$ cat config.mk
export PLATFORM = sky130hd
export DESIGN_NAME = vga_capture
export DESIGN_NICKNAME = d
export VERILOG_FILES = /design/src/rtl/vga_pkg.sv /design/src/rtl/vga_sync_tracker.sv /design/src/rtl/vga_capture.sv
export SDC_FILE = /design/constraint.sdc
export NUM_CORES = 1
export LEC_CHECK = 0
export ABC_AREA = 1
export CAP_MARGIN = 20
export CORE_ASPECT_RATIO = 0.8
export CORE_MARGIN = 3
export CORE_UTILIZATION = 30
export DETAILED_ROUTE_END_ITERATION = 7
export GPL_TIMING_DRIVEN = 0
export SETUP_SLACK_MARGIN = 0.05
export SLEW_MARGIN = 20
export SYNTH_ARGS = -nofsm -noshare
export SYNTH_HDL_FRONTEND = slang
export SYNTH_SLANG_ARGS = --single-unit
$ cat constraint.sdc
create_clock -name clk -period 1.9 [get_ports clk]
set_input_delay 0.38 -clock clk [delete_from_list [all_inputs] [get_ports clk]]
set_output_delay 0.38 -clock clk [all_outputs]
set_load 0.02 [all_outputs]
$ cat src/rtl/vga_pkg.sv
// Shared constants and types for the TinyVGA PMOD receive path and its generators.
package vga_pkg;

    localparam int H_TOTAL = 800;
    localparam int V_TOTAL = 525;
    localparam int HS      = 656;
    localparam int VS      = 490;

    localparam int PMOD_HSYNC = 7;
    localparam int PMOD_B0    = 6;
    localparam int PMOD_G0    = 5;
    localparam int PMOD_R0    = 4;
    localparam int PMOD_VSYNC = 3;
    localparam int PMOD_B1    = 2;
    localparam int PMOD_G1    = 1;
    localparam int PMOD_R1    = 0;

    localparam logic [7:0] PMOD_IDLE = 8'h88;

    typedef enum logic [1:0] {
        ST_UNLOCKED = 2'd0,
        ST_H_LOCKED = 2'd1,
        ST_LOCKED   = 2'd2
    } syncState_e;

    function automatic logic [5:0] unpackRgb(input logic [7:0] pmod);
        return {pmod[PMOD_R1], pmod[PMOD_R0], pmod[PMOD_G1],
                pmod[PMOD_G0], pmod[PMOD_B1], pmod[PMOD_B0]};
    endfunction

    function automatic logic [15:0] rotl1(input logic [15:0] v);
        return {v[14:0], v[15]};
    endfunction

endpackage

$ cat src/rtl/vga_sync_tracker.sv
// Input register, sync edge detection, raster counters and lock state machine.
// hCnt/vCnt always describe the sample currently held in the input register.
module vga_sync_tracker
    import vga_pkg::*;
#(
    parameter int VGA_WIDTH     = 640,
    parameter int VGA_HEIGHT    = 480,
    parameter int H_FRONT_PORCH = 16,
    parameter int H_SYNC_PULSE  = 96,
    parameter int H_BACK_PORCH  = 48,
    parameter int V_FRONT_PORCH = 10,
    parameter int V_SYNC_PULSE  = 2,
    parameter int V_BACK_PORCH  = 33
)
(
    input  logic       clk,
    input  logic       rst_n,
    input  logic [7:0] vgaPmod_i,
    output logic [7:0] sample_o,
    output logic [9:0] hCnt_o,
    output logic [9:0] vCnt_o,
    output logic       locked_o,
    output logic       syncError_o
);

    localparam int H_TOT = VGA_WIDTH + H_FRONT_PORCH + H_SYNC_PULSE + H_BACK_PORCH;
    localparam int V_TOT = VGA_HEIGHT + V_FRONT_PORCH + V_SYNC_PULSE + V_BACK_PORCH;

    localparam logic [9:0] H_LAST     = 10'(H_TOT - 1);
    localparam logic [9:0] V_LAST     = 10'(V_TOT - 1);
    localparam logic [9:0] HS_POS     = 10'(VGA_WIDTH + H_FRONT_PORCH);
    localparam logic [9:0] HS_POS_P1  = 10'(VGA_WIDTH + H_FRONT_PORCH + 1);
    localparam logic [9:0] HS_END     = 10'(VGA_WIDTH + H_FRONT_PORCH + H_SYNC_PULSE);
    localparam logic [9:0] VS_POS     = 10'(VGA_HEIGHT + V_FRONT_PORCH);
    localparam logic [9:0] VS_POS_P1  = 10'(VGA_HEIGHT + V_FRONT_PORCH + 1);

    logic [7:0]  sample_q;
    logic        prevHs_q;
    logic        prevVs_q;
    logic [9:0]  hCnt_q, hCnt_d;
    logic [9:0]  vCnt_q, vCnt_d;
    syncState_e  state_q, state_d;
    logic        syncError;

    logic hsFall, hsRise, vsFall, hWrap, hViol, vViol;

    assign hsFall = prevHs_q & ~sample_q[PMOD_HSYNC];
    assign hsRise = ~prevHs_q & sample_q[PMOD_HSYNC];
    assign vsFall = prevVs_q & ~sample_q[PMOD_VSYNC];
    assign hWrap  = (hCnt_q == H_LAST);

    // A pulse that starts anywhere but HS, ends anywhere but HS_END, or is still low at HS_END is the wrong length or place
    assign hViol = (hsFall && (hCnt_q != HS_POS))
                || (hsRise && (hCnt_q != HS_END))
                || (!sample_q[PMOD_HSYNC] && (hCnt_q == HS_END));
    assign vViol = vsFall && (vCnt_q != VS_POS);

    // Next counter values and lock transitions; counters free-run and are realigned on lock
    always_comb begin
        state_d   = state_q;
        syncError = 1'b0;
        hCnt_d    = hWrap ? 10'd0 : hCnt_q + 10'd1;
        vCnt_d    = vCnt_q;
        if (hWrap) begin
            vCnt_d = (vCnt_q == V_LAST) ? 10'd0 : vCnt_q + 10'd1;
        end
        case (state_q)
            ST_UNLOCKED: begin
                if (hsFall) begin
                    hCnt_d  = HS_POS_P1;
                    state_d = ST_H_LOCKED;
                end
            end
            ST_H_LOCKED: begin
                if (hViol) begin
                    state_d = ST_UNLOCKED;
                end else if (vsFall) begin
                    vCnt_d  = hWrap ? VS_POS_P1 : VS_POS;
                    state_d = ST_LOCKED;
                end
            end
            ST_LOCKED: begin
                if (hViol || vViol) begin
                    syncError = 1'b1;
                    state_d   = ST_UNLOCKED;
                end
            end
            default: state_d = ST_UNLOCKED;
        endcase
    end

    // Register the bus sample, the previous sync levels, the counters and the state
    always_ff @(posedge clk or negedge rst_n) begin
        if (!rst_n) begin
            sample_q <= PMOD_IDLE;
            prevHs_q <= 1'b1;
            prevVs_q <= 1'b1;
            hCnt_q   <= 10'd0;
            vCnt_q   <= 10'd0;
            state_q  <= ST_UNLOCKED;
        end else begin
            sample_q <= vgaPmod_i;
            prevHs_q <= sample_q[PMOD_HSYNC];
            prevVs_q <= sample_q[PMOD_VSYNC];
            hCnt_q   <= hCnt_d;
            vCnt_q   <= vCnt_d;
            state_q  <= state_d;
        end
    end

    assign sample_o    = sample_q;
    assign hCnt_o      = hCnt_q;
    assign vCnt_o      = vCnt_q;
    assign locked_o    = (state_q == ST_LOCKED);
    assign syncError_o = syncError;

endmodule

$ cat src/rtl/vga_capture.sv
// TinyVGA PMOD capture: pixel coordinate/colour recovery plus a per-frame signature.
// Everything here sits one register after the sync tracker so outputs are aligned.
module vga_capture
    import vga_pkg::*;
#(
    parameter int VGA_WIDTH     = 640,
    parameter int VGA_HEIGHT    = 480,
    parameter int H_FRONT_PORCH = 16,
    parameter int H_SYNC_PULSE  = 96,
    parameter int H_BACK_PORCH  = 48,
    parameter int V_FRONT_PORCH = 10,
    parameter int V_SYNC_PULSE  = 2,
    parameter int V_BACK_PORCH  = 33
)
(
    input  logic        clk,
    input  logic        rst_n,
    input  logic [7:0]  vga_pmod,
    output logic        locked,
    output logic        pixel_valid,
    output logic [9:0]  pixel_x,
    output logic [9:0]  pixel_y,
    output logic [5:0]  rgb,
    output logic        frame_done,
    output logic [15:0] frame_checksum,
    output logic        sync_error
);

    localparam logic [9:0] X_END  = 10'(VGA_WIDTH);
    localparam logic [9:0] Y_END  = 10'(VGA_HEIGHT);
    localparam logic [9:0] X_LAST = 10'(VGA_WIDTH - 1);
    localparam logic [9:0] Y_LAST = 10'(VGA_HEIGHT - 1);

    logic [7:0]  sample;
    logic [9:0]  hCnt, vCnt;
    logic        trkLocked, trkError;

    vga_sync_tracker #(
        .VGA_WIDTH     (VGA_WIDTH),
        .VGA_HEIGHT    (VGA_HEIGHT),
        .H_FRONT_PORCH (H_FRONT_PORCH),
        .H_SYNC_PULSE  (H_SYNC_PULSE),
        .H_BACK_PORCH  (H_BACK_PORCH),
        .V_FRONT_PORCH (V_FRONT_PORCH),
        .V_SYNC_PULSE  (V_SYNC_PULSE),
        .V_BACK_PORCH  (V_BACK_PORCH)
    ) u_tracker (
        .clk         (clk),
        .rst_n       (rst_n),
        .vgaPmod_i   (vga_pmod),
        .sample_o    (sample),
        .hCnt_o      (hCnt),
        .vCnt_o      (vCnt),
        .locked_o    (trkLocked),
        .syncError_o (trkError)
    );

    logic        lockedNow, pvNow, lastAccept;
    logic [5:0]  rgbNow;
    logic        locked_q, pixelValid_q, frameDone_q, syncError_q, frameOk_q, frameOk_d;
    logic [9:0]  pixelX_q, pixelY_q;
    logic [5:0]  rgb_q;
    logic [15:0] acc_q, acc_d, checksum_q;

    // A sample that trips a sync violation is already treated as unlocked
    assign lockedNow  = trkLocked && !trkError;
    assign pvNow      = lockedNow && (hCnt < X_END) && (vCnt < Y_END);
    assign rgbNow     = unpackRgb(sample);
    assign lastAccept = pixelValid_q && (pixelX_q == X_LAST) && (pixelY_q == Y_LAST) && frameOk_q;

    // Signature accumulation; a frame is only credited if capture started at (0,0) and stayed locked
    always_comb begin
        acc_d     = acc_q;
        frameOk_d = frameOk_q;
        if (lastAccept) begin
            acc_d     = 16'd0;
            frameOk_d = 1'b0;
        end
        if (!lockedNow) begin
            acc_d     = 16'd0;
            frameOk_d = 1'b0;
        end else if (pvNow) begin
            if ((hCnt == 10'd0) && (vCnt == 10'd0)) begin
                acc_d     = {10'd0, rgbNow};
                frameOk_d = 1'b1;
            end else begin
                acc_d = rotl1(acc_d) ^ {10'd0, rgbNow};
            end
        end
    end

    // Output register stage plus checksum capture one cycle after the last pixel leaves
    always_ff @(posedge clk or negedge rst_n) begin
        if (!rst_n) begin
            locked_q     <= 1'b0;
            pixelValid_q <= 1'b0;
            pixelX_q     <= 10'd0;
            pixelY_q     <= 10'd0;
            rgb_q        <= 6'd0;
            syncError_q  <= 1'b0;
            frameDone_q  <= 1'b0;
            checksum_q   <= 16'd0;
            acc_q        <= 16'd0;
            frameOk_q    <= 1'b0;
        end else begin
            locked_q     <= lockedNow;
            pixelValid_q <= pvNow;
            pixelX_q     <= hCnt;
            pixelY_q     <= vCnt;
            rgb_q        <= rgbNow;
            syncError_q  <= trkError;
            frameDone_q  <= lastAccept;
            if (lastAccept) begin
                checksum_q <= acc_q;
            end
            acc_q        <= acc_d;
            frameOk_q    <= frameOk_d;
        end
    end

    assign locked         = locked_q;
    assign pixel_valid    = pixelValid_q;
    assign pixel_x        = pixelX_q;
    assign pixel_y        = pixelY_q;
    assign rgb            = rgb_q;
    assign sync_error     = syncError_q;
    assign frame_done     = frameDone_q;
    assign frame_checksum = checksum_q;

endmodule

# ---- Word level (Yosys, flattened, before mapping)
# Index checks and enable logic that the tools add are counted.
dict set report op_classes {
  addsub 2
  n_bitwise 7
  n_reduce_logical 20
  mux 24
  n_eq_ne 13
  magnitude_cmp 2
}
# operator n
set ops {}
lappend ops {{two-way mux 10 bit} 8}
lappend ops {{two-way mux 16 bit} 4}
lappend ops {{== test 10 bit (second input constant)} 4}
lappend ops {{adder 10 x 1 -> 10 bit (second input constant)} 2}
lappend ops {{zero test 10 bit} 2}
lappend ops {{!= test 10 bit (second input constant)} 2}
lappend ops {{bitwise XOR 16 x 6 -> 16 bit} 1}
lappend ops {{logical AND 1 bit} 11}
lappend ops {{== test 10 x 9 -> 1 bit (second input constant)} 1}
lappend ops {{< comparator 10 bit (second input constant)} 1}
lappend ops {{< comparator 10 x 9 -> 1 bit (second input constant)} 1}
lappend ops {{!= test 10 x 9 -> 1 bit (second input constant)} 1}
lappend ops {{two-way mux 2 bit} 4}
lappend ops {{two-way mux 1 bit} 7}
lappend ops {{case mux 2 bit (3 select lines)} 1}
lappend ops {{!= test 2 x 1 -> 1 bit (second input constant)} 2}
lappend ops {{bitwise AND 1 bit} 3}
lappend ops {{logical OR 1 bit} 3}
lappend ops {{!= test 3 x 1 -> 1 bit (second input constant)} 1}
lappend ops {{NOT 1 bit} 3}
lappend ops {{AND reduction 3 bit} 1}
lappend ops {{== test 2 x 1 -> 1 bit (second input constant)} 1}
lappend ops {{== test 2 bit (second input constant)} 1}
lappend ops {{zero test 1 bit} 2}
lappend ops {{zero test 2 bit} 1}
dict set report totals {
  register_bits 95
  out_inout_bits 46
  in_bits 10
}

# ---- Logic depth before layout (Yosys ltp)
# Gate-level depths: netlist (run 1).
dict set report logic_depth {
  word_depth 14
  ltp_mapped 13
  ltp_nobuf 13
}

# ---- By module
# From an unflattened synthesis (run 1), not the netlist that was laid out.
dict set report hier_totals {
  hier_cells 477
  area_unflattened_um2 4209.0
}
# module cells_each instances area_each_um2
set modules_own_cells {}
lappend modules_own_cells {vga_capture 265 1 2467.4}
lappend modules_own_cells {vga_sync_tracker 212 1 1741.7}

# ---- Least setup slack after synthesis (run 1)
# No wires, ideal clock.
dict set report synth_timing {
  path_type {reg-to-reg}
  startpoint {register u_tracker.hCnt_q[0] (netlist: u_tracker.hCnt_o[0])}
  endpoint {register u_tracker.vCnt_q[0] (netlist: u_tracker.vCnt_o[0])}
  required_time_ps 1782
  path_buffers 1
  slack_ps 277
  arrival_time_ps 1505
  stages_incl_launch_ff 13
  cell_sequence {dfrtp_1 inv_1 ha_1 nand2_1 nor2_1 nand3_1 nand2_1 nand3_2 nor2_2 nand2_1 buf_4 nand3_1 nand2_1}
}
dict set report synth_between {
  elab_chain_len 6
  elab_cells_between_ends 14
  cone_classes {eq/ne (4); mux (5); reduce/logical (5)}
}
# item line
set synth_rtl {}
lappend synth_rtl {{start, declared} vga_sync_tracker.sv:40} ;# logic [9:0] hCnt_q, hCnt_d;
lappend synth_rtl {{start signal, assigned} vga_sync_tracker.sv:105} ;# hCnt_q <= hCnt_d;
lappend synth_rtl {{!= test 10 bit (on tied branches)} {vga_sync_tracker.sv:53, vga_sync_tracker.sv:54}}
lappend synth_rtl {{logical AND 1 bit (on tied branches)} {vga_sync_tracker.sv:53, vga_sync_tracker.sv:54}}
lappend synth_rtl {{logical OR 1 bit} vga_sync_tracker.sv:54} ;# || (hsRise && (hCnt_q != HS_END))
lappend synth_rtl {{logical OR 1 bit} vga_sync_tracker.sv:55} ;# || (!sample_q[PMOD_HSYNC] && (hCnt_q == HS_END));
lappend synth_rtl {{two-way mux 10 bit} vga_sync_tracker.sv:75} ;# if (hViol) begin
lappend synth_rtl {{two-way mux 10 bit (*)} vga_sync_tracker.sv:67} ;# case (state_q)
lappend synth_rtl {{named net u_tracker.vCnt_d[0]} vga_sync_tracker.sv:41} ;# logic [9:0] vCnt_q, vCnt_d;
lappend synth_rtl {{end signal, assigned} vga_sync_tracker.sv:106} ;# vCnt_q <= vCnt_d;
lappend synth_rtl {{end, declared} vga_sync_tracker.sv:41}
# The timed path passes the listed nets; every way through them passes the cells marked *.
# A chain may end at the register's enable or synchronous reset.

# ---- Worst setup path in the final report (run 1)
dict set report layout_timing {
  startpoint {register u_tracker.hCnt_q[0] (netlist: u_tracker.hCnt_o[0])}
  endpoint {register acc_q[2]}
}
dict set report layout_between {
  elab_chain_len 13
  elab_cells_between_ends 21
  cone_classes {order compare (1); eq/ne (3); mux (5); reduce/logical (12)}
}
# item line
set layout_rtl {}
lappend layout_rtl {{!= test 10 bit (on tied branches)} {vga_sync_tracker.sv:53, vga_sync_tracker.sv:54}}
lappend layout_rtl {{logical AND 1 bit (on tied branches)} {vga_sync_tracker.sv:53, vga_sync_tracker.sv:54}}
lappend layout_rtl {{logical OR 1 bit} vga_sync_tracker.sv:54}
lappend layout_rtl {{logical OR 1 bit} vga_sync_tracker.sv:55}
lappend layout_rtl {{logical OR 1 bit} vga_sync_tracker.sv:83} ;# if (hViol || vViol) begin
lappend layout_rtl {{two-way mux 1 bit} vga_sync_tracker.sv:83}
lappend layout_rtl {{two-way mux 1 bit} vga_sync_tracker.sv:67}
lappend layout_rtl {{zero test 1 bit} vga_capture.sv:66} ;# assign lockedNow = trkLocked && !trkError;
lappend layout_rtl {{logical AND 1 bit} vga_capture.sv:66}
lappend layout_rtl {{logical AND 1 bit (2 in a row)} vga_capture.sv:67} ;# assign pvNow = lockedNow && (hCnt < X_END) && (vCnt < Y_END);
lappend layout_rtl {{two-way mux 16 bit} vga_capture.sv:82} ;# end else if (pvNow) begin
lappend layout_rtl {{two-way mux 16 bit (*)} vga_capture.sv:79} ;# if (!lockedNow) begin
lappend layout_rtl {{named net acc_d[2]} vga_capture.sv:63} ;# logic [15:0] acc_q, acc_d, checksum_q;
lappend layout_rtl {{end signal, assigned} vga_capture.sv:103} ;# acc_q <= 16'd0;
lappend layout_rtl {{end signal, assigned} vga_capture.sv:116} ;# acc_q <= acc_d;
lappend layout_rtl {{end, declared} vga_capture.sv:63}
# Marked as above.

==> impl_metrics.json, run 1 <==
{
  "status": "complete, no violations",
  "p_leak_nw": 2.61,
  "grt_max_degree": 64,
  "cp_data_required_time_ns": 2.18,
  "swShare": 0.272,
  "top_usage_layer": "met2",
  "die_w_um": 136,
  "antenna_found_initial": 0,
  "yosys_register_bits": 95,
  "grtUsageMet1": 0.191,
  "firstDrtPassIters": 4,
  "post_dp_cell_area_um2": 4850,
  "dpl.cell_count": 684,
  "skew_ns": 0.00847,
  "seqCellArea_um2": 2380,
  "worst_pin_slew_ns": 0.457,
  "die_area_um2": 14900,
  "chipHeight_um": 110,
  "dpl_worst_slack_ns": -0.0559,
  "seqPwrFrac": 0.424,
  "fin_crit_sh": 0.961,
  "drv_cap": 0,
  "syn_avg_cell_area_um2": 8.94,
  "synthDistinctLibCells": 30,
  "area_delta_synth_final_pct": 36.7,
  "setup_viol": 0,
  "start_kind": "register",
  "clk_latency_ns": 0.35,
  "cts_sinks": 95,
  "grt_util_met2": 0.206,
  "min_period_ns": 1.83,
  "final_cells": 716,
  "core_um2": 13000,
  "whs_ns": 0.368,
  "power_frac_clock": 0.394,
  "multiInputGateArea_um2": 1560,
  "viasPerCell": 4.57,
  "p_int_mw": 4.30,
  "path_delay_family": "simple AND/OR/NAND/NOR gates",
  "ys_warn_count": 0,
  "hold_path_class": "register to register",
  "path_max_fanout": 5,
  "portBuffers": 55,
  "synth-edff-count": 0,
  "grt_util_all_layers": 0.138,
  "syn_area_um2": 4050,
  "max_clock_freq_mhz": 548,
  "drive_above_1_share": 0.163,
  "cts.path.max_buffers": 2,
  "max-slew-margin-rel": 0.693,
  "routedWlPerCell_um": 13.7,
  "drt_iter0_markers": 170,
  "cpPeakStageDelay_ns": 0.43,
  "grt_pass1_wl_mm": 16.0,
  "cts_tree": "built",
  "clockRootBuffer": "clkbuf_16",
  "drv_slew": 0,
  "rows": 37,
  "cp_cell_sequence": "inv_1, ha_2, nand2_2, nor2_4, nand3_1, nand2_2, nand3_4, nor2_4, nand2_4, buf_12, nor2_2, nand2_1, inv_1",
  "htreeDepth": 3,
  "place_hpwl_mm": 7.00,
  "setup_tns_ns": 0,
  "path_clk_slew_ns": 0.07,
  "fin_nets": 551,
  "fin_area_um2": 5530,
  "gp_congestion": 0.869,
  "grt_overflow": 0,
  "ir_worst_vdd_mv": 0.510,
  "p_sw_mw": 1.61,
  "final-hold-violation-count": 0,
  "post-route-drc-count": 0,
  "synth_fp_nets": 468,
  "crit_buf_inv": 3,
  "cts_buffers": 9,
  "worstSetupEndpointType": "register",
  "grt_pass1_vias": 3197,
  "rsz0062_at_grt": "true",
  "syn_inst": 453,
  "yosysSeqAreaShare": 0.588,
  "async_reset_ff_frac": 1.00,
  "crit_path_top_delay_cell": "dfrtp_2",
  "grt.met3_usage": 0.0412,
  "vias": 3272,
  "diodes": 0,
  "num_io_pins": 56,
  "synth_ff_type": "dfrtp_1",
  "postRouteAntennaNets": 0,
  "start_util": 0.311,
  "fill_cells": 1226,
  "comb_power_share": 0.181,
  "fin_ws_ns": 0.0742,
  "powerDensity_nw_per_um2": 1070,
  "crit_arrival_ns": 2.11,
  "wirelength_mm": 9.83,
  "critPathKind": "register to register"
}
## flip-flops by register name (all words and copies together), names as in the netlist, 2 cells and up
name / cells
acc_q: 16
frame_checksum: 16
pixel_x: 10
pixel_y: 10
u_tracker.hCnt_o: 10
u_tracker.vCnt_o: 10
u_tracker.sample_o: 8
rgb: 6
u_tracker.state_q: 2
## kinds of logic after synthesis
family          share of synthesized area
simple gates                        0.285
flops                               0.588
buf+inv                            0.0609
compound gates                     0.0328
xor+xnor                           0.0173
fa+ha+maj                          0.0155
## placed cells by master, fill, tap and decap left out, types with 4 or more instances in the layout
| master | n |
|---|---|
| nand2_1 | 120 |
| dfrtp_1 | 89 |
| clkdlybuf4s50_1 | 54 |
| nand3_1 | 46 |
| inv_1 | 45 |
| nor2_1 | 37 |
| a21oi_1 | 15 |
| nand4_1 | 15 |
| buf_4 | 14 |
| nor2_4 | 10 |
| clkbuf_16 | 9 |
| nand2_2 | 8 |
| nor2_2 | 6 |
| xor2_1 | 6 |
| o21ai_0 | 6 |
| bufinv_16 | 5 |
| inv_2 | 4 |
| nor3_1 | 4 |
| ha_1 | 4 |
| dfstp_2 | 4 |
## final timing paths
check | from | endpoint | slack (ns) | depth (start not counted)
worst max-delay path | u_tracker.hCnt_o[0] | acc_q[2] | 0.07 | 13
worst min-delay path | u_tracker.sample_o[7] | u_tracker.prevHs_q | 0.37 | 0
worst max register to register | u_tracker.hCnt_o[0] | acc_q[2] | 0.07 | 13
worst min register to register | u_tracker.sample_o[7] | u_tracker.prevHs_q | 0.37 | 0
max in group asynchronous | rst_n | u_tracker.sample_o[3] | 0.77 | 3
min in group asynchronous | rst_n | rgb[2] | 0.48 | 2
## worst register-to-register path, cell delays in order, from the launching register on
cell and delay [ns]:
dfrtp_2 0.43, inv_1 0.07, ha_2 0.18, nand2_2 0.07
nor2_4 0.13, nand3_1 0.10, nand2_2 0.09, nand3_4 0.09
nor2_4 0.19, nand2_4 0.08, buf_12 0.15, nor2_2 0.07
nand2_1 0.05, inv_1 0.04
## metrics by stage
| step | utilization | power [mW] |
|---|---|---|
| after CTS | 0.407 | 5.88 |
| after global routing | 0.425 | 6.19 |
| after global placement | 0.370 | 3.47 |
| final | 0.425 | 5.91 |
| after detailed placement | 0.373 | 3.50 |
| after floorplan | - | 3.04 |
## area by class of cell
class,count,share of cell area
inverter,52,0.0357
sequential,95,0.431
clock inverter,6,0.0280
multi-input combinational,296,0.281
tap,175,0.0396
timing repair buffer,72,0.130
clock buffer,10,0.0432
buffer,10,0.0113
## routing by layer
metal,part of all wire,vias up
li1,-,1616
met1,0.49,1575
met2,0.45,71
met3,0.053,10
met4,0.010,0
met5,0,-
## power groups by stage
| stage | combinational (mW) | sequential (mW) | clock (mW) |
|---|---|---|---|
| floorplan | 0.427 | 2.61 | 0 |
| detailed placement | 0.959 | 2.54 | 0 |
| global placement | 0.938 | 2.53 | 0 |
| global route | 1.19 | 2.55 | 2.45 |
| CTS | 0.985 | 2.51 | 2.39 |
| finish | 1.07 | 2.51 | 2.33 |
## synthesized netlist by cell type (5+ instances only)
| cell type | count | share of area |
|---|---|---|
| inv_1 | 46 | 0.043 |
| nand3_1 | 49 | 0.061 |
| nand2_1 | 126 | 0.12 |
| o21ai_0 | 6 | 0.0074 |
| dfrtp_1 | 91 | 0.56 |
| buf_2 | 5 | 0.0062 |
| nor2_1 | 46 | 0.043 |
| nor3_1 | 5 | 0.0062 |
| xor2_1 | 6 | 0.013 |
| a21oi_1 | 16 | 0.020 |
| nand4_1 | 15 | 0.023 |
| ha_1 | 5 | 0.015 |
## repair_timing
action | CTS | global route
hold endpoints to repair | 32 | 0
cloned | 0 | 1
hold buffers | 1 | 0
endpoints found under the setup margin | 37 | 37
pin swaps | 2 | 14
buffers inserted | 1 | 13
resized for setup | 8 | 39
Power figures use the tool's default switching activity.
==> inputs of run 2 (changes only) <==
--- a/config.mk
+++ b/config.mk
@@ -12,6 +12,7 @@
 export CORE_UTILIZATION = 30
 export DETAILED_ROUTE_END_ITERATION = 7
 export GPL_TIMING_DRIVEN = 0
+export PLACE_DENSITY_LB_ADDON = 0.05
 export SETUP_SLACK_MARGIN = 0.05
 export SLEW_MARGIN = 20
 export SYNTH_ARGS = -nofsm -noshare
==> impl_metrics.json, run 2 (same netlist as run 1, synthesis figures left out) <==
{
  "grt_pass1_vias": 3169,
  "cts.path.max_buffers": 2,
  "drive_above_1_share": 0.209,
  "p_leak_nw": 2.61,
  "ir_worst_vdd_mv": 0.498,
  "grt_overflow": 0,
  "timing.rr.start": "u_tracker.vCnt_o[1]",
  "worst_pin_slew_ns": 0.530,
  "dpl.cell_count": 684,
  "grt_util_all_layers": 0.142,
  "fill_cells": 1264,
  "critPathKind": "register to register",
  "viasPerCell": 4.53,
  "routedWlPerCell_um": 14.1,
  "worstSetupEndpointType": "register",
  "htreeDepth": 3,
  "area_delta_synth_final_pct": 37.1,
  "worstHoldStart": "u_tracker.sample_o[7]",
  "cp_data_required_time_ns": 2.17,
  "utilization": 0.427,
  "clockRootBuffer": "clkbuf_16",
  "clk_latency_ns": 0.34,
  "path_clk_slew_ns": 0.07,
  "firstDrtPassIters": 6,
  "core_um2": 13000,
  "setup_viol": 0,
  "chipHeight_um": 110,
  "die_area_um2": 14900,
  "max_clock_freq_mhz": 540,
  "grt_pass1_wl_mm": 16.4,
  "drt_iter0_markers": 167,
  "max-slew-margin-rel": 0.646,
  "start_util": 0.311,
  "cts_tree": "built",
  "final_cells": 721,
  "multiInputGateArea_um2": 1640,
  "rows": 37,
  "cts_buffers": 9,
  "post-route-drc-count": 0,
  "r2r_cells": 8,
  "powerDensity_nw_per_um2": 999,
  "path_max_fanout": 7,
  "cts_sinks": 95,
  "rsz0062_at_grt": "true",
  "drv_slew": 0,
  "r2r_slack_ns": 0.05,
  "r2r_end": "acc_q[11]",
  "num_io_pins": 56,
  "grt_max_degree": 74,
  "crit_arrival_ns": 2.12,
  "skew_ns": 0.00616,
  "postRouteAntennaNets": 0,
  "final-hold-violation-count": 0,
  "worstSetupEndpoint": "acc_q[11]",
  "antenna_found_initial": 0,
  "place_hpwl_mm": 6.90,
  "wirelength_mm": 10.2,
  "vias": 3269,
  "gp_congestion": 0.799,
  "seqCellArea_um2": 2380,
  "drv_cap": 0,
  "portBuffers": 55,
  "status": "complete, no violations",
  "startpoint": "u_tracker.vCnt_o[1]",
  "fin_crit_sh": 0.975,
  "hold_path_class": "register to register",
  "mostFrequentLayoutCell": "nand2_1",
  "die_w_um": 136,
  "diodes": 0,
  "fin_nets": 556,
  "final_cell_mix": "nand2_1, dfrtp_1, clkdlybuf4s50_1",
  "min_period_ns": 1.85,
  "start_kind": "register"
}
run 2: changes by cell type in the layout (fill, tap and decap cells not counted), moves of 3 or more:
cell and delta:
inv_1 -7, a21oi_1 -6, a21oi_2 +6, buf_4 +6
inv_2 +5, bufinv_16 -4, nand2_1 -3, nand2_4 +3
run 2: critical path, cell delays in order (launching register included):
cell,delay [ns]
dfrtp_1,0.43
buf_4,0.14
ha_1,0.13
nand2_1,0.05
nor3_1,0.27
a21oi_1,0.17
nor2_4,0.21
nand3b_4,0.20
a21oi_2,0.17
run 2: stage by stage:
step	total power, mW	hold slack [ns]	cell area, µm²	setup TNS, ns	worst slack (ns)
floorplan	3.04	0.0844	4050	0	0.277
global placement	3.48	0.357	4820	-301.91	-3.22
detailed placement	3.49	0.250	4850	-2.42	-0.155
CTS	5.41	0.369	5220	0	0.0504
global route	5.86	0.376	5550	-0.499	-0.0613
finish	5.55	0.368	5550	0	0.0481
run 2: how the worst min path moves through the flow:
stage | end | slack, ns | cells past startpoint
5_1_grt | u_tracker.prevHs_q | 0.38 | 0
3_3_place_gp | u_tracker.prevHs_q | 0.36 | 0
3_5_place_dp | u_tracker.hCnt_o[5] | 0.25 | 1
6_report | u_tracker.prevHs_q | 0.37 | 0
2_1_floorplan | acc_q[0] | 0.08 | 0
4_1_cts | u_tracker.prevHs_q | 0.37 | 0
run 2: cell type report:
| cell class | instances | share of cell area |
|---|---|---|
| Buffer | 10 | 0.0117 |
| Clock buffer | 11 | 0.0437 |
| Tap cell | 175 | 0.0394 |
| Multi-Input combinational cell | 297 | 0.295 |
| Inverter | 52 | 0.0374 |
| Timing Repair Buffer | 76 | 0.133 |
| Sequential cell | 95 | 0.429 |
| Clock inverter | 5 | 0.0101 |
run 2: report_power, final:
group          switching [mW]  internal [mW]
logic                   0.651          0.540
clock network           0.782           1.06
registers               0.266           2.25
total                    1.70           3.85
run 2: per-layer routing:
layer	vias to the layer above	share of wire	GRT usage
met5	-	0	0
met4	0	0.012	0.0453
met3	13	0.048	0.0357
met2	75	0.42	0.200
met1	1559	0.51	0.214
li1	1622	-	-
run 2: repair_timing:
item,in CTS,in global routing
buffers inserted,2,16
endpoints found under the setup margin,39,40
hold endpoints to repair,20,0
gates cloned,0,2
gates resized for setup,11,65
hold buffers,1,0
pin swaps,1,24
==> patch 1, RTL diff (config.mk and constraints of run 2) <==
Change the package constant `PMOD_B1` from 2 to 4.
--- a/src/rtl/vga_pkg.sv
+++ b/src/rtl/vga_pkg.sv
@@ -13,3 +13,3 @@
     localparam int PMOD_VSYNC = 3;
-    localparam int PMOD_B1    = 2;
+    localparam int PMOD_B1    = 4;
     localparam int PMOD_G1    = 1;
Formal check against the unedited RTL: not equivalent (Yosys sat finds a counterexample within 4 cycles, from zero or initial values and one cycle with rst_n low).
==> patch 1 against run 2 <==
  * Sequential cell count fell by 2
  * Area after synthesis rose by 0.71%
  * Setup slack improved by 61 ps
  * Largest cell class unchanged
  * First-iteration DRC count rose by 43%
  * Routed wire length rose by 1.0%
  * Worst hold slack got worse by 1.1 ps
  * Design area fell by 2.3%
  * Total power fell by 3.7%
==> patch 1: results (changes against run 2) <==
Detailed routing
  • Routed wire per std cell: 14.51 µm (was 14.15 µm)
  • Final WL: 10,300 µm (was 10,200 µm)
  • DRT Pass-1 Iters: 4 (was 6)
  • Met3 wire len: 347 µm (was 490 µm)
  • Vias/cell: 4.565 (was 4.534)
  • Iter 0 DRT Violations: 239 (was 167)
  • Met1 WL: 5470 µm (was 5251 µm)
  • Met2 wire length: 4332 µm (was 4331 µm)

Cells and area
  • Fraction of area in multi-input gates: 30.87% (was 29.50%)
  • Signal buffers: 74 (was 86)
  • Non-clk buf share: 13.01% (was 14.49%)
  • Sequential share of cell area: 43.08% (was 42.93%)
  • Inverter count: 52 (unchanged)
  • #MultiIn Comb: 300 (was 297)
  • Clk tree area frac: 5.168% (was 5.387%)
  • CLK BUF: 13 (was 11)
  • Nets: 545 (was 556)
  • Ratio of cells with drive above 1 in the final layout: 18.13% (was 20.88%)

Place
  • Placed Instance Area: 0.004866 mm² (was 0.004847 mm²)
  • Port Buffers: 54 (was 55)
  • Placed instance count: 686 (was 684)
  • Routability cong.: 0.7887 (was 0.7987)
  • Detail Placement HPWL: 7178 µm (was 6898 µm)

Critical path
  • Reg2Reg Depth: 12 (was 8)
  • RR Startpoint: u_tracker.hCnt_o[0] (was u_tracker.vCnt_o[1])
  • Worst-path fanout max: 8 (was 7)
  • R2R setup slack: 110 ps (was 50 ps)
  • Crit path to: acc_q[4] (was acc_q[11])

Yosys
  • Netlist Area Pre-Place: 0.004078 mm² (was 0.004049 mm²)
  • Sequential area share after synthesis: 57.20% (was 58.84%)
  • FF+latch count, synth: 93 (was 95)
  • Top cells by count, synth: nand2_1 (125), dfrtp_1 (89), nand3_1 (54), inv_1 (47), nor2_1 (42) (was nand2_1 (126), dfrtp_1 (91), nand3_1 (49), inv_1 (46), nor2_1 (46))
  • Post-Syn Nets: 471 (was 468)
  • Synth top area cells: dfrtp_1 (55%), nand2_1 (12%), nand3_1 (6.6%), inv_1 (4.3%), nor2_1 (3.9%) (was dfrtp_1 (56%), nand2_1 (12%), nand3_1 (6.1%), inv_1 (4.3%), nor2_1 (4.3%))

Power
  • Clock-net power: 1.76 mW (was 1.84 mW)
  • Leakage: 2.533 nW (was 2.609 nW)
  • Flop pwr share: 46.2% (was 45.4%)
  • P_sw: 1.636 mW (was 1.699 mW)
  • Peak VDD IR: 588.1 µV (was 497.5 µV)

Clock network
  • Post-CTS Resized: 7 (was 11)
  • Postcts setup bufs: 0 (was 2)

GRT
  • Number of global-route vias before repair: 3,198 (was 3,169)
  • Met3 usage: 3.358% (was 3.568%)
  • Met1 usage: 22.09% (was 21.35%)
  • Grt met2 use: 20.60% (was 19.99%)
  • First-pass GRT wire length: 16,940 µm (was 16,440 µm)
  • GR Util All Layers: 14.77% (was 14.22%)

Status
  • Outcome: finished clean (unchanged)

STA
  • Worst Tran Pin Value: 620.7 ps (was 529.7 ps)
  • Clock skew: 8.290 ps (was 6.157 ps)
[patch 1: changes by cell type after synthesis, moves of 3 or more]
cell / delta
nand2_2: +3
nor2_1: -4
nand4_1: -5
nand3_1: +5
[patch 1: worst min-delay path by stage]
stage                     cells after the start                  start            endpoint  slack [ps]
after global routing                          0  u_tracker.sample_o[7]  u_tracker.prevHs_q         370
after detailed placement                      1                  rst_n          pixel_x[4]         320
after CTS                                     0  u_tracker.sample_o[7]  u_tracker.prevHs_q         370
after floorplan                               0                  rst_n            acc_q[0]          80
after global placement                        0  u_tracker.sample_o[7]  u_tracker.prevHs_q         360
final                                         0  u_tracker.sample_o[7]  u_tracker.prevHs_q         370
[patch 1: logic make-up after synthesis]
group	after synthesis	share of synthesized area (%)
AND/OR/NAND/NOR	264	30.16
flip-flops	93	57.20
buffers and inverters	63	6.321
AO/OA/AOI/OAI	23	3.068
XOR/XNOR	8	1.718
adder cells (fa/ha/maj)	5	1.534
==> patch 2, RTL diff (flow settings as in run 2) <==
Without the edit above. The 3 states of `syncState_e` get a one-hot encoding in 3 bits.
--- a/src/rtl/vga_pkg.sv
+++ b/src/rtl/vga_pkg.sv
@@ -19,6 +19,6 @@
 
-    typedef enum logic [1:0] {
-        ST_UNLOCKED = 2'd0,
-        ST_H_LOCKED = 2'd1,
-        ST_LOCKED   = 2'd2
+    typedef enum logic [2:0] {
+        ST_UNLOCKED = 3'b001,
+        ST_H_LOCKED = 3'b010,
+        ST_LOCKED   = 3'b100
     } syncState_e;
Function: same outputs for any inputs over 10 cycles, from zero or initial values and one cycle with rst_n low; not proved beyond that.
==> patch 2 against run 2 <==
  * Setup slack improved by 58 ps
  * Routed wire length increased by 0.66%
  * Design area increased by 2.0%
  * Total power increased by 4.7%
  * Sequential cell count increased by 1
  * Critical path type unchanged
  * Worst hold slack got worse by 2.0 ps
  * Area after synthesis increased by 2.0%
==> patch 2: results (changes against run 2) <==
Detailed routing
  • DRT Pass-1 Iters: 4 (was 6)
  • Via count: 3,344 (was 3,269)
  • Final WL: 10,270 µm (was 10,200 µm)
  • Iter 0 DRT Violations: 230 (was 167)

GRT
  • Met3 usage: 4.083% (was 3.568%)
  • Grt met2 use: 18.85% (was 19.99%)
  • GR Util All Layers: 14.08% (was 14.22%)
  • First-pass GRT wire length: 16,920 µm (was 16,440 µm)
  • Largest net degree at the start of global routing: 69 (was 74)
  • Met1 usage: 22.22% (was 21.35%)
  • Number of global-route vias before repair: 3,244 (was 3,169)

Cells and area
  • Sequential cell area: 0.002411 mm² (was 0.002384 mm²)
  • Ratio of cells with drive above 1 in the final layout: 19.96% (was 20.88%)
  • Clk tree area frac: 5.128% (was 5.387%)
  • Filler cells: 1,341 (was 1,264)
  • #MultiIn Comb: 303 (was 297)
  • Inverter count: 57 (was 52)
  • Non-clk buf share: 15.05% (was 14.49%)

Power
  • Clock power share: 30.7% (was 33.2%)
  • Peak VDD IR: 597.9 µV (was 497.5 µV)
  • Leakage: 2.607 nW (was 2.609 nW)
  • P per Cell Area: 1026 mW/mm² (was 999.2 mW/mm²)
  • Sequential power: 2.66 mW (was 2.52 mW)
  • Internal: 3.966 mW (was 3.848 mW)

STA
  • Worst Tran Pin Value: 512.6 ps (was 529.7 ps)
  • Clock skew: 7.090 ps (was 6.157 ps)
  • Fin Hold WS: 365.6 ps (was 367.6 ps)

Clock network
  • Root buffer cell: clkbuf_16 (unchanged)
  • Post-CTS Resized: 20 (was 11)
  • CTS Hold Buffers Added: 1 (unchanged)
  • # H-tree levels: 3 (unchanged)
  • Postcts setup bufs: 9 (was 2)

Critical path
  • Worst-path fanout max: 5 (was 7)
  • Slowest stage delay, CP: 390 ps (was 430 ps)
  • RR Startpoint: u_tracker.hCnt_o[0] (was u_tracker.vCnt_o[1])
  • Crit path arrival time: 2020 ps (was 2120 ps)

Yosys
  • Sequential area share after synthesis: 58.32% (was 58.84%)
  • Post-Syn Nets: 481 (was 468)
  • Synth Area in Compound Gates: 4.181% (was 3.276%)
  • Post-synthesis adder-cell area fraction: 1.515% (was 1.545%)
  • Synth cell types: 32 (was 30)
  • Top cells by count, synth: nand2_1 (123), dfrtp_1 (91), inv_1 (53), nor2_1 (50), nand3_1 (48) (was nand2_1 (126), dfrtp_1 (91), nand3_1 (49), inv_1 (46), nor2_1 (46))
  • Post-Synth XOR/XNOR Area: 1.696% (was 1.731%)
  • Synth top area cells: dfrtp_1 (55%), nand2_1 (11%), nand3_1 (5.8%), inv_1 (4.8%), nor2_1 (4.5%) (was dfrtp_1 (56%), nand2_1 (12%), nand3_1 (6.1%), inv_1 (4.3%), nor2_1 (4.3%))

Place
  • Routability cong.: 0.8028 (was 0.7987)
  • Detail Placement HPWL: 7174 µm (was 6898 µm)

Die
  • Core ar.: 0.01315 mm² (was 0.01301 mm²)

Status
  • Outcome: finished clean (unchanged)
[patch 2: metal layers]
| layer | wire, µm | part of all wire [%] | vias up |
|---|---|---|---|
| li1 | - | - | 1675 |
| met1 | 5419 | 53 | 1609 |
| met2 | 4408 | 43 | 58 |
| met3 | 408 | 4.0 | 2 |
| met4 | 30 | 0.29 | 0 |
| met5 | 0 | 0 | - |
[patch 2: stage by stage]
stage	instances	setup WS (ps)	setup TNS [ps]	area [µm²]
3_5_place_dp	697	-281.7	-4231	4928
6_report	736	106.3	0	5660
3_3_place_gp	696	-3294	-315130	4900
5_1_grt	736	-39.05	-71.33	5660
4_1_cts	723	60.52	0	5379
2_1_floorplan	466	270.3	0	4130
[patch 2: final timing paths]
kind,end,depth (start not counted)
min in group asynchronous,u_tracker.vCnt_o[2],2
worst max-delay path,u_tracker.vCnt_o[9],11
max in group asynchronous,u_tracker.state_q[0],3
worst max register to register,u_tracker.vCnt_o[9],11
worst min register to register,u_tracker.prevHs_q,0
worst min-delay path,u_tracker.prevHs_q,0
